<file path="src/rtl/game_controller_pkg.sv">
// Shared state encodings, field widths and small helpers for the snake game-flow logic.
package game_controller_pkg;

  typedef enum logic [1:0] {
    IDLE = 2'd0,
    INIT = 2'd1,
    PLAY = 2'd2,
    OVER = 2'd3
  } state_t;

  localparam int LEN_W = 5;
  localparam int PER_W = 4;

  // One frame faster, but never below the floor.
  function automatic logic [PER_W-1:0] dec_floor(input logic [PER_W-1:0] p,
                                                 input logic [PER_W-1:0] floor);
    return (p > floor) ? (p - 4'd1) : p;
  endfunction

endpackage

</file>
<file path="src/rtl/game_controller_step_timer.sv">
// Frame counter, step period and speed sub-counter. step is the combinational wrap
// strobe; the parent registers it, so snake_step lands one cycle after the frame_tick.
module step_timer
  import game_controller_pkg::*;
#(
  parameter int TICK_BASE  = 8,
  parameter int TICK_MIN   = 2,
  parameter int SCORE_STEP = 4
) (
  input  logic             clk,
  input  logic             reset,
  input  logic             frame_tick,
  input  logic             run,
  input  logic             clear,
  input  logic             speedup,
  output logic             step,
  output logic [PER_W-1:0] period
);

  localparam int SUB_W = (SCORE_STEP > 1) ? $clog2(SCORE_STEP + 1) : 1;
  localparam logic [PER_W-1:0] BASE     = PER_W'(TICK_BASE);
  localparam logic [PER_W-1:0] FLOOR    = PER_W'(TICK_MIN);
  localparam logic [SUB_W-1:0] SUB_LAST = SUB_W'(SCORE_STEP - 1);

  logic [PER_W-1:0] count;
  logic [SUB_W-1:0] sub;

  // ">=" so that a count left above a freshly shortened period wraps on the next tick.
  assign step = run & frame_tick & (count >= (period - 4'd1));

  always_ff @(posedge clk or posedge reset) begin
    if (reset) begin
      count  <= '0;
      sub    <= '0;
      period <= BASE;
    end else if (clear) begin
      count  <= '0;
      sub    <= '0;
      period <= BASE;
    end else begin
      if (run && frame_tick) begin
        count <= step ? '0 : (count + 4'd1);
      end
      if (run && speedup) begin
        if (sub == SUB_LAST) begin
          sub    <= '0;
          period <= dec_floor(period, FLOOR);
        end else begin
          sub <= sub + SUB_W'(1);
        end
      end
    end
  end

endmodule

</file>
<file path="src/rtl/game_controller.sv">
// Game-flow sequencer for the snake top level: idle/init/play/over phases, step pulses,
// growth, score and the apple-respawn handshake.
module game_controller
  import game_controller_pkg::*;
#(
  parameter int TICK_BASE   = 8,
  parameter int TICK_MIN    = 2,
  parameter int SCORE_STEP  = 4,
  parameter int SCORE_W     = 8,
  parameter int INIT_LEN    = 3,
  parameter int MAX_LEN     = 16,
  parameter int OVER_FRAMES = 120
) (
  input  logic               clk,
  input  logic               reset,
  input  logic               frame_tick,
  input  logic               btn_any,
  input  logic               hit_wall,
  input  logic               hit_self,
  input  logic               apple_eaten,
  input  logic               apple_pos_valid,
  output logic               apple_req,
  output logic               snake_init,
  output logic               snake_step,
  output logic               snake_grow,
  output logic               game_active,
  output logic               game_over,
  output logic [SCORE_W-1:0] score,
  output logic [LEN_W-1:0]   length,
  output logic [PER_W-1:0]   period
);

  localparam int OVER_W = $clog2(OVER_FRAMES + 1);
  localparam logic [OVER_W-1:0]  OVER_LAST = OVER_W'(OVER_FRAMES - 1);
  localparam logic [SCORE_W-1:0] SCORE_MAX = '1;
  localparam logic [LEN_W-1:0]   LEN_INIT  = LEN_W'(INIT_LEN);
  localparam logic [LEN_W-1:0]   LEN_MAX   = LEN_W'(MAX_LEN);

  state_t            state, state_next;
  logic              btn_prev;
  logic              grow_pending;
  logic [OVER_W-1:0] over_cnt;
  logic              collision, in_play, start, apple_ok, run, over_done, timer_step, grows;

  assign collision = hit_wall | hit_self;
  assign in_play   = (state == PLAY);
  assign start     = (state == IDLE) & btn_any & ~btn_prev;
  // A collision suppresses the apple and any step in the same cycle.
  assign apple_ok  = in_play & apple_eaten & ~collision;
  assign run       = in_play & ~collision;
  assign over_done = (state == OVER) & frame_tick & (over_cnt == OVER_LAST);
  assign grows     = timer_step & (grow_pending | apple_ok) & (length < LEN_MAX);

  step_timer #(
    .TICK_BASE (TICK_BASE),
    .TICK_MIN  (TICK_MIN),
    .SCORE_STEP(SCORE_STEP)
  ) u_step_timer (
    .clk       (clk),
    .reset     (reset),
    .frame_tick(frame_tick),
    .run       (run),
    .clear     (start),
    .speedup   (apple_ok),
    .step      (timer_step),
    .period    (period)
  );

  always_ff @(posedge clk or posedge reset) begin
    if (reset) state <= IDLE;
    else       state <= state_next;
  end

  always_comb begin
    state_next = state;
    case (state)
      IDLE:    if (start) state_next = INIT; else state_next = IDLE;
      INIT:    state_next = PLAY;
      PLAY:    if (collision) state_next = OVER; else state_next = PLAY;
      OVER:    if (over_done) state_next = IDLE; else state_next = OVER;
      default: state_next = IDLE;
    endcase
  end

  // Phase levels are registered from the next state so they align with the state itself.
  always_ff @(posedge clk or posedge reset) begin
    if (reset) begin
      btn_prev     <= 1'b0;
      snake_init   <= 1'b0;
      game_active  <= 1'b0;
      game_over    <= 1'b0;
      snake_step   <= 1'b0;
      snake_grow   <= 1'b0;
      over_cnt     <= '0;
      score        <= '0;
      length       <= '0;
      grow_pending <= 1'b0;
      apple_req    <= 1'b0;
    end else begin
      btn_prev    <= btn_any;
      snake_init  <= (state_next == INIT);
      game_active <= (state_next == PLAY);
      game_over   <= (state_next == OVER);
      snake_step  <= timer_step;
      snake_grow  <= grows;

      if (state != OVER)   over_cnt <= '0;
      else if (frame_tick) over_cnt <= over_cnt + OVER_W'(1);

      if (start) begin
        score        <= '0;
        length       <= LEN_INIT;
        grow_pending <= 1'b0;
        apple_req    <= 1'b1;
      end else begin
        if (apple_ok && (score != SCORE_MAX)) score <= score + SCORE_W'(1);
        if (grows) length <= length + LEN_W'(1);
        if (timer_step)    grow_pending <= 1'b0;
        else if (apple_ok) grow_pending <= 1'b1;
        if (state == OVER)        apple_req <= 1'b0;
        else if (apple_ok)        apple_req <= 1'b1;
        else if (apple_pos_valid) apple_req <= 1'b0;
      end
    end
  end

endmodule
</file>
<file path="config.mk">
export PLATFORM = sky130hd
export DESIGN_NAME = game_controller
export DESIGN_NICKNAME = d
export VERILOG_FILES = /design/src/rtl/game_controller_pkg.sv /design/src/rtl/game_controller_step_timer.sv /design/src/rtl/game_controller.sv
export SDC_FILE = /design/constraint.sdc
export NUM_CORES = 1
export LEC_CHECK = 0
export ABC_AREA = 1
export BUFFER_PORTS_ARGS = -buffer_cell sky130_fd_sc_hd__buf_2
export CORE_UTILIZATION = 48
export DETAILED_ROUTE_END_ITERATION = 8
export PLACE_DENSITY_LB_ADDON = 0.05
export SLEW_MARGIN = 20
export SYNTH_ARGS = -nofsm -noshare
export SYNTH_HDL_FRONTEND = slang
export SYNTH_SLANG_ARGS = --single-unit
</file>
<file path="constraint.sdc">
create_clock -name clk -period 2.6 [get_ports clk]
set_clock_uncertainty 0.05 [all_clocks]
set_input_delay 0.52 -clock clk [delete_from_list [all_inputs] [get_ports clk]]
set_output_delay 0.52 -clock clk [all_outputs]
set_load 0.02 [all_outputs]
</file>
* Word-level counts from Yosys, hierarchy flattened
Index checks and enable logic that the tools add are counted.
Cells by class: reduce and logical (&&, ||, !) cells 14, $add $sub $neg 6, bitwise gates (word level) 15, eq/ne operators 10, muxes and demuxes 27, order comparisons 3
Operator list (number):
- $mux W4 | 7
- $mux W8 | 2
- $mux W7 | 2
- $reduce_bool A2 Y1 | 7
- $and A1 B1 Y1 | 11
- $mux W5 | 2
- $mux W1 | 9
- $mux W3 | 3
- $add A8 B1 Y8 const B | 1
- $eq A2 B2 Y1 const B | 4
- $ne A8 B8 Y1 const B | 1
- $pmux W2 S4 | 1
- $add A7 B1 Y7 const B | 1
- $eq A7 B7 Y1 const B | 1
- $add A5 B1 Y5 const B | 1
- $lt A5 B5 Y1 const B | 1
- $add A4 B1 Y4 const B | 1
- $eq A2 B1 Y1 const B | 2
- $ge A4 B4 Y1 | 1
- $gt A4 B2 Y1 const B | 1
- $reduce_bool A4 Y1 | 1
- $sub A4 B1 Y4 const B | 1
- $add A3 B1 Y3 const B | 1
- $eq A3 B2 Y1 const B | 1
- other kinds (8) | 12
Storage, ports and cells: word-level logic and storage cells 90, flip-flop bits (word level) 41, output and inout port bits 23

* Logic depth before layout (Yosys ltp)
depth in word-level cells 9, gate-level depth with buffers 12, gate-level depth less buffers 12

* By module
A second synthesis with hierarchy kept.
Unflattened totals: cells, all modules 273, area total of the unflattened synthesis 2235.9 µm²
Modules (own cells, without submodules):
- game_controller | instances 1, area each 1440.1 µm², cells an instance 172
- step_timer | instances 1, area each 795.8 µm², cells an instance 101

* Worst setup path after synthesis
OpenSTA, ideal clock, no wires.
path kind reg-to-reg, from register u_step_timer.period[0], to register grow_pending, data required time 2.473 ns, clock period less this slack 1.954 ns, cell stages (with the launch flop) 12, path buffers 0, slack 0.646 ns, arrival 1.826 ns, cells stage by stage dfrtp_1 inv_1 ha_1 xnor2_1 ha_1 nand2_1 inv_1 nand2_1 nand3_1 nand2_1 nand2_1 a21oi_1
Between the ends: longest elaborated chain between the ends 5, elaborated cells between the ends (all ways) 6
RTL lines:
- start: declaration | RTL line game_controller_step_timer.sv:17 | output logic [PER_W-1:0] period
- start signal: assignment | RTL line game_controller_step_timer.sv:47 | period <= dec_floor(period, FLOOR);
- $sub A4 B1 Y4 * | RTL line game_controller_step_timer.sv:29 | assign step = run & frame_tick & (count >= (period - 4'd1));
- $ge A4 B4 Y1 * | RTL line game_controller_step_timer.sv:29
- $and A1 B1 Y1 * | RTL line game_controller_step_timer.sv:29
- $mux W1 | RTL line game_controller.sv:118 | if (timer_step) grow_pending <= 1'b0;
- $mux W1 | RTL line game_controller.sv:110 | if (start) begin
- end signal: assignment | RTL line game_controller.sv:113 | grow_pending <= 1'b0;
- end signal: assignment | RTL line game_controller.sv:118
- end signal: assignment | RTL line game_controller.sv:119 | else if (apple_ok) grow_pending <= 1'b1;
- end: declaration | RTL line game_controller.sv:41 | logic grow_pending;
Mark *: on every way between the ends. The rest lies on a longest branch, timed or not. A chain may end at the register's enable or synchronous reset.

* Final worst setup path
from register u_step_timer.period[0], to register u_step_timer.count[3]
Between the ends: longest elaborated chain between the ends 6
RTL lines:
- $sub A4 B1 Y4 | RTL line game_controller_step_timer.sv:29
- $ge A4 B4 Y1 | RTL line game_controller_step_timer.sv:29
- $and A1 B1 Y1 | RTL line game_controller_step_timer.sv:29
- $mux W4 | RTL line game_controller_step_timer.sv:42 | count <= step ? '0 : (count + 4'd1);
- $mux W4 | RTL line game_controller_step_timer.sv:41 | if (run && frame_tick) begin
- $mux W4 | RTL line game_controller_step_timer.sv:36 | end else if (clear) begin
- end signal: assignment | RTL line game_controller_step_timer.sv:42
- end: declaration | RTL line game_controller_step_timer.sv:25 | logic [PER_W-1:0] count;
No other way between the ends. The select of a mux whose other input is x is not followed.

==> impl.org <==
** Run status
- Result of the run :: finished clean

** Power
- Total power divided by cell area :: 657 nW/um^2
- Overall power consumption :: 1.64 mW
- Worst supply voltage drop on vdd :: 444 uV
- For this design the static power due to leakage is 1.33 nW.

** Cells and area
- Fin nets :: about 310
- The area growth from synthesis to layout is 14.4%.
- Share of final-layout standard cells stronger than drive strength 1 :: 0.201
- Filler cell count in the final layout :: 400
- Excluding fillers, the count of instances in the completed layout stands at approximately 350.
- 0 antenna diodes ended up in the layout.

** Clock tree
- The clock passes through at most 2 buffers.
- The clock tree synthesis step divided the H-tree into 2 levels.
- Worst-skew pair later-pin latency :: 0.30 ns
- Post-CTS Setup Inserts :: 0
- The number of gates resized after CTS was 0.
- Number of CTS-inserted buffers :: 5
- After clock tree synthesis, the clock-pin slew on the worst setup and hold paths is 0.09 ns.
- Clock tree synthesis found a total of 41 sinks.
- Hold_buf cts :: 0
- CTS root buffer :: sky130_fd_sc_hd__clkbuf_8
- TritonCTS built the clock tree.

** Floorplanning
- The floorplan step defined a die boundary enclosing between 4000 and 5000 um^2.
- The die is 69.5 um tall.
- I/O pins :: 31
- Initial standard-cell utilization of the core :: 0.502
- Row generation in the floorplan step produced 24 rows.
- Die Wd :: ~69 um
- Area of the placeable core :: 4350 um^2

** Global route
- Via count of the first global-routing pass :: around 1700
- The first global-routing pass estimated 7.43 mm of wire.
- Largest net degree at the start of global routing :: 42
- The initial antenna violation count was 0.
- Total routing usage reported by global routing :: 0.193
- The total overflow left after global routing is 0.

** Placement
- Count of input and output buffers :: 30
- Final weighted congestion in routability-driven placement :: 0.794
- Sum of net half-perimeters after detailed placement :: just over 3 mm
- After detailed placement, the design holds a cell count of about 340.
- Prior to clock tree synthesis, the placed netlist has a worst setup slack of around 0.56 ns.

** Worst setup path
- Type of element launching the critical path :: flop
- Worst reg2reg setup slack :: 0.57 ns
- For the worst flop-to-flop path, the logic depth is 9.
- The worst setup path is captured at a flop.
- FF-to-FF Start :: u_step_timer.period[0]$_DFFE_PP0P_
- The worst register-to-register path ends at u_step_timer.count[3]$_DFFE_PP0P_.
- In this run the worst path has a maximum fanout of 4.
- Worst setup path class :: flop to flop
- Data on the critical path arrives at its endpoint at 2.19 ns.
- For the worst setup path, the data required time is 2.77 ns.

** Drt
- The detailed router finished its first iteration with 50 violations.
- First drt pass iteration count :: 7
- After detailed routing, the number of vias per cell comes to 5.14.
- Wirelength, routed :: about 4.2 mm
- For this run, design rule violations remaining after detail routing come to 0.
- In the final routed layout, each cell accounts on average for ~12 um.
- The detail route stage leaves a number of antenna-violating nets equal to 0.
- The routed layout has ~1800 vias.

** Yosys
- Most common cell in the netlist :: sky130_fd_sc_hd__nand2_1
- The mapped netlist covers 2190 um^2.
- Proportion of netlist area held by the largest area contributor :: 0.458
- Post-synthesis average cell area :: 8.54 um^2
- In the synthesized netlist the async set-or-reset flop fraction comes to 1.00.
- The most used flip-flop cell after synthesis is sky130_fd_sc_hd__dfrtp_1.
- Leading area contributor after synthesis :: sky130_fd_sc_hd__dfrtp_1
- Counting every instance in the synthesized netlist gives 256.
- Share of synthesized area occupied by flip-flops and latches :: 0.470
- Net count of the mapped netlist :: 275
- Number of flip-flops and latches in the synthesized netlist :: 41
- The commonest cells after synthesis are sky130_fd_sc_hd__nand2_1 (55), sky130_fd_sc_hd__dfrtp_1 (40), sky130_fd_sc_hd__inv_1 (33).
- Yosys mapped a number of flops with a built-in enable equal to 0.
- For this run, the number of Yosys warnings is 0.
- After synthesis, the netlist uses 34 different library cells.
- After synthesis, the cell types taking the most area are sky130_fd_sc_hd__dfrtp_1 (46%), sky130_fd_sc_hd__nand2_1 (9.4%), sky130_fd_sc_hd__ha_1 (6.3%).

** Job
- MaxCap Viol Count :: 0

** STA
- Minimum setup slack in the final design :: around 0.57 ns
- Share of the clock period used by the worst path :: 0.780
- Clock period minus final worst setup slack :: 2.03 ns
- Slew at the pin with the worst max-slew slack :: 0.520 ns
- Maximum clock frequency :: 493 MHz
- Setup Total Neg Slack :: 0 ns
- Unrepaired setup endpoints after global routing :: false
- Number of failing setup endpoints in the final timing report :: 0
- Final number of hold-violating endpoints :: 0
- Headroom to the max-slew limit :: 0.653
- The number of slew-limit violations in the final report is 0.
- Worst hold-check slack :: 0.283 ns

** Worst hold path
- The tightest min-delay check is of the input port to async pin type.
==> routing by layer <==
metal  global-route usage  wire length, um  part of all wire  up-vias
li1                     -                -                 -      918
met1                0.265             2050              0.49      827
met2                0.294             1880              0.45       29
met3               0.0436              155             0.037        6
met4               0.0816               72             0.017        0
met5                    0                0                 0        -
==> sequential cells by signal, summed over array words and instances, names as in the netlist <==
register,count
u_step_timer.period,4
game_active,1
length,5
snake_grow,1
u_step_timer.count,4
grow_pending,1
u_step_timer.sub,3
snake_step,1
apple_req,1
over_cnt,7
snake_init,1
btn_prev,1
score,8
game_over,1
state,2
==> critical path, cell delays in order (launching register included) <==
cell and delay (ns):
sky130_fd_sc_hd__dfrtp_1 0.41, sky130_fd_sc_hd__inv_1 0.14, sky130_fd_sc_hd__nand3_1 0.10, sky130_fd_sc_hd__xor2_1 0.22, sky130_fd_sc_hd__ha_1 0.30, sky130_fd_sc_hd__a21oi_1 0.14, sky130_fd_sc_hd__nand3_1 0.17, sky130_fd_sc_hd__nand2_1 0.17
sky130_fd_sc_hd__nand2_1 0.11, sky130_fd_sc_hd__o22ai_1 0.14
==> report_power, final <==
group | internal [mW] | switching (mW) | leakage [nW]
combinational | 0.144 | 0.239 | 0.781
clock | 0.216 | 0.226 | 0.0445
sequential | 0.734 | 0.0849 | 0.508
==> cell usage in the layout (no fill, tap or decap), types with 2 or more instances in the layout <==
| cell | synthesis | layout |
|---|---|---|
| sky130_fd_sc_hd__dfrtp_1 | 40 | 40 |
| sky130_fd_sc_hd__nand3_1 | 20 | 20 |
| sky130_fd_sc_hd__nand3_2 | 3 | 3 |
| sky130_fd_sc_hd__xor2_1 | 4 | 4 |
| sky130_fd_sc_hd__nor3_1 | 8 | 8 |
| sky130_fd_sc_hd__o22ai_1 | 4 | 4 |
| sky130_fd_sc_hd__ha_1 | 11 | 11 |
| sky130_fd_sc_hd__nor2_1 | 19 | 19 |
| sky130_fd_sc_hd__clkbuf_8 | 0 | 6 |
| sky130_fd_sc_hd__buf_2 | 2 | 30 |
| sky130_fd_sc_hd__nand2_4 | 2 | 2 |
| sky130_fd_sc_hd__a21oi_1 | 14 | 14 |
| sky130_fd_sc_hd__clkinv_2 | 2 | 2 |
| sky130_fd_sc_hd__buf_4 | 0 | 2 |
| sky130_fd_sc_hd__nand2_2 | 3 | 3 |
| sky130_fd_sc_hd__nand2_1 | 55 | 55 |
| sky130_fd_sc_hd__nand4_1 | 6 | 6 |
| sky130_fd_sc_hd__a211oi_1 | 2 | 2 |
| sky130_fd_sc_hd__o21ai_0 | 11 | 11 |
| sky130_fd_sc_hd__o21a_1 | 2 | 2 |
| sky130_fd_sc_hd__inv_1 | 33 | 33 |
==> worst max-delay path by stage <==
stage,end,from,depth (start not counted)
2_1_floorplan,grow_pending$_DFFE_PP0P_,u_step_timer.period[0]$_DFFE_PP0P_,11
3_3_place_gp,grow_pending$_DFFE_PP0P_,u_step_timer.period[0]$_DFFE_PP0P_,11
6_report,u_step_timer.count[3]$_DFFE_PP0P_,u_step_timer.period[0]$_DFFE_PP0P_,9
5_1_grt,u_step_timer.count[3]$_DFFE_PP0P_,u_step_timer.period[0]$_DFFE_PP0P_,11
3_5_place_dp,u_step_timer.count[3]$_DFFE_PP0P_,u_step_timer.period[0]$_DFFE_PP0P_,11
4_1_cts,u_step_timer.count[3]$_DFFE_PP0P_,u_step_timer.period[0]$_DFFE_PP0P_,11
==> metrics by stage <==
stage	utilization	cell area, um^2
2_1_floorplan	-	2190
6_report	0.574	2500
3_5_place_dp	0.553	2410
4_1_cts	0.574	2500
5_1_grt	0.574	2500
3_3_place_gp	0.553	2410
==> final cells by class <==
type,instances,area [um^2],share of cell area
clock buffers,7,86.3,0.0345
multi-input cells,176,1000,0.402
flip-flops and latches,41,1030,0.411
well taps,52,65.1,0.0260
repair buffers,32,165,0.0661
clock inverters,1,7.51,0.00300
inverters,37,144,0.0576
==> cells by family after synthesis <==
| group | Yosys count | share of synthesized area |
|---|---|---|
| AND/OR/NAND/NOR | 122 | 0.275 |
| flip-flops | 41 | 0.470 |
| buffers and inverters | 39 | 0.0704 |
| AO/OA/AOI/OAI | 38 | 0.101 |
| adder cells (fa/ha/maj) | 11 | 0.0630 |
| XOR/XNOR | 5 | 0.0200 |
(Power assumes the default switching activity.)
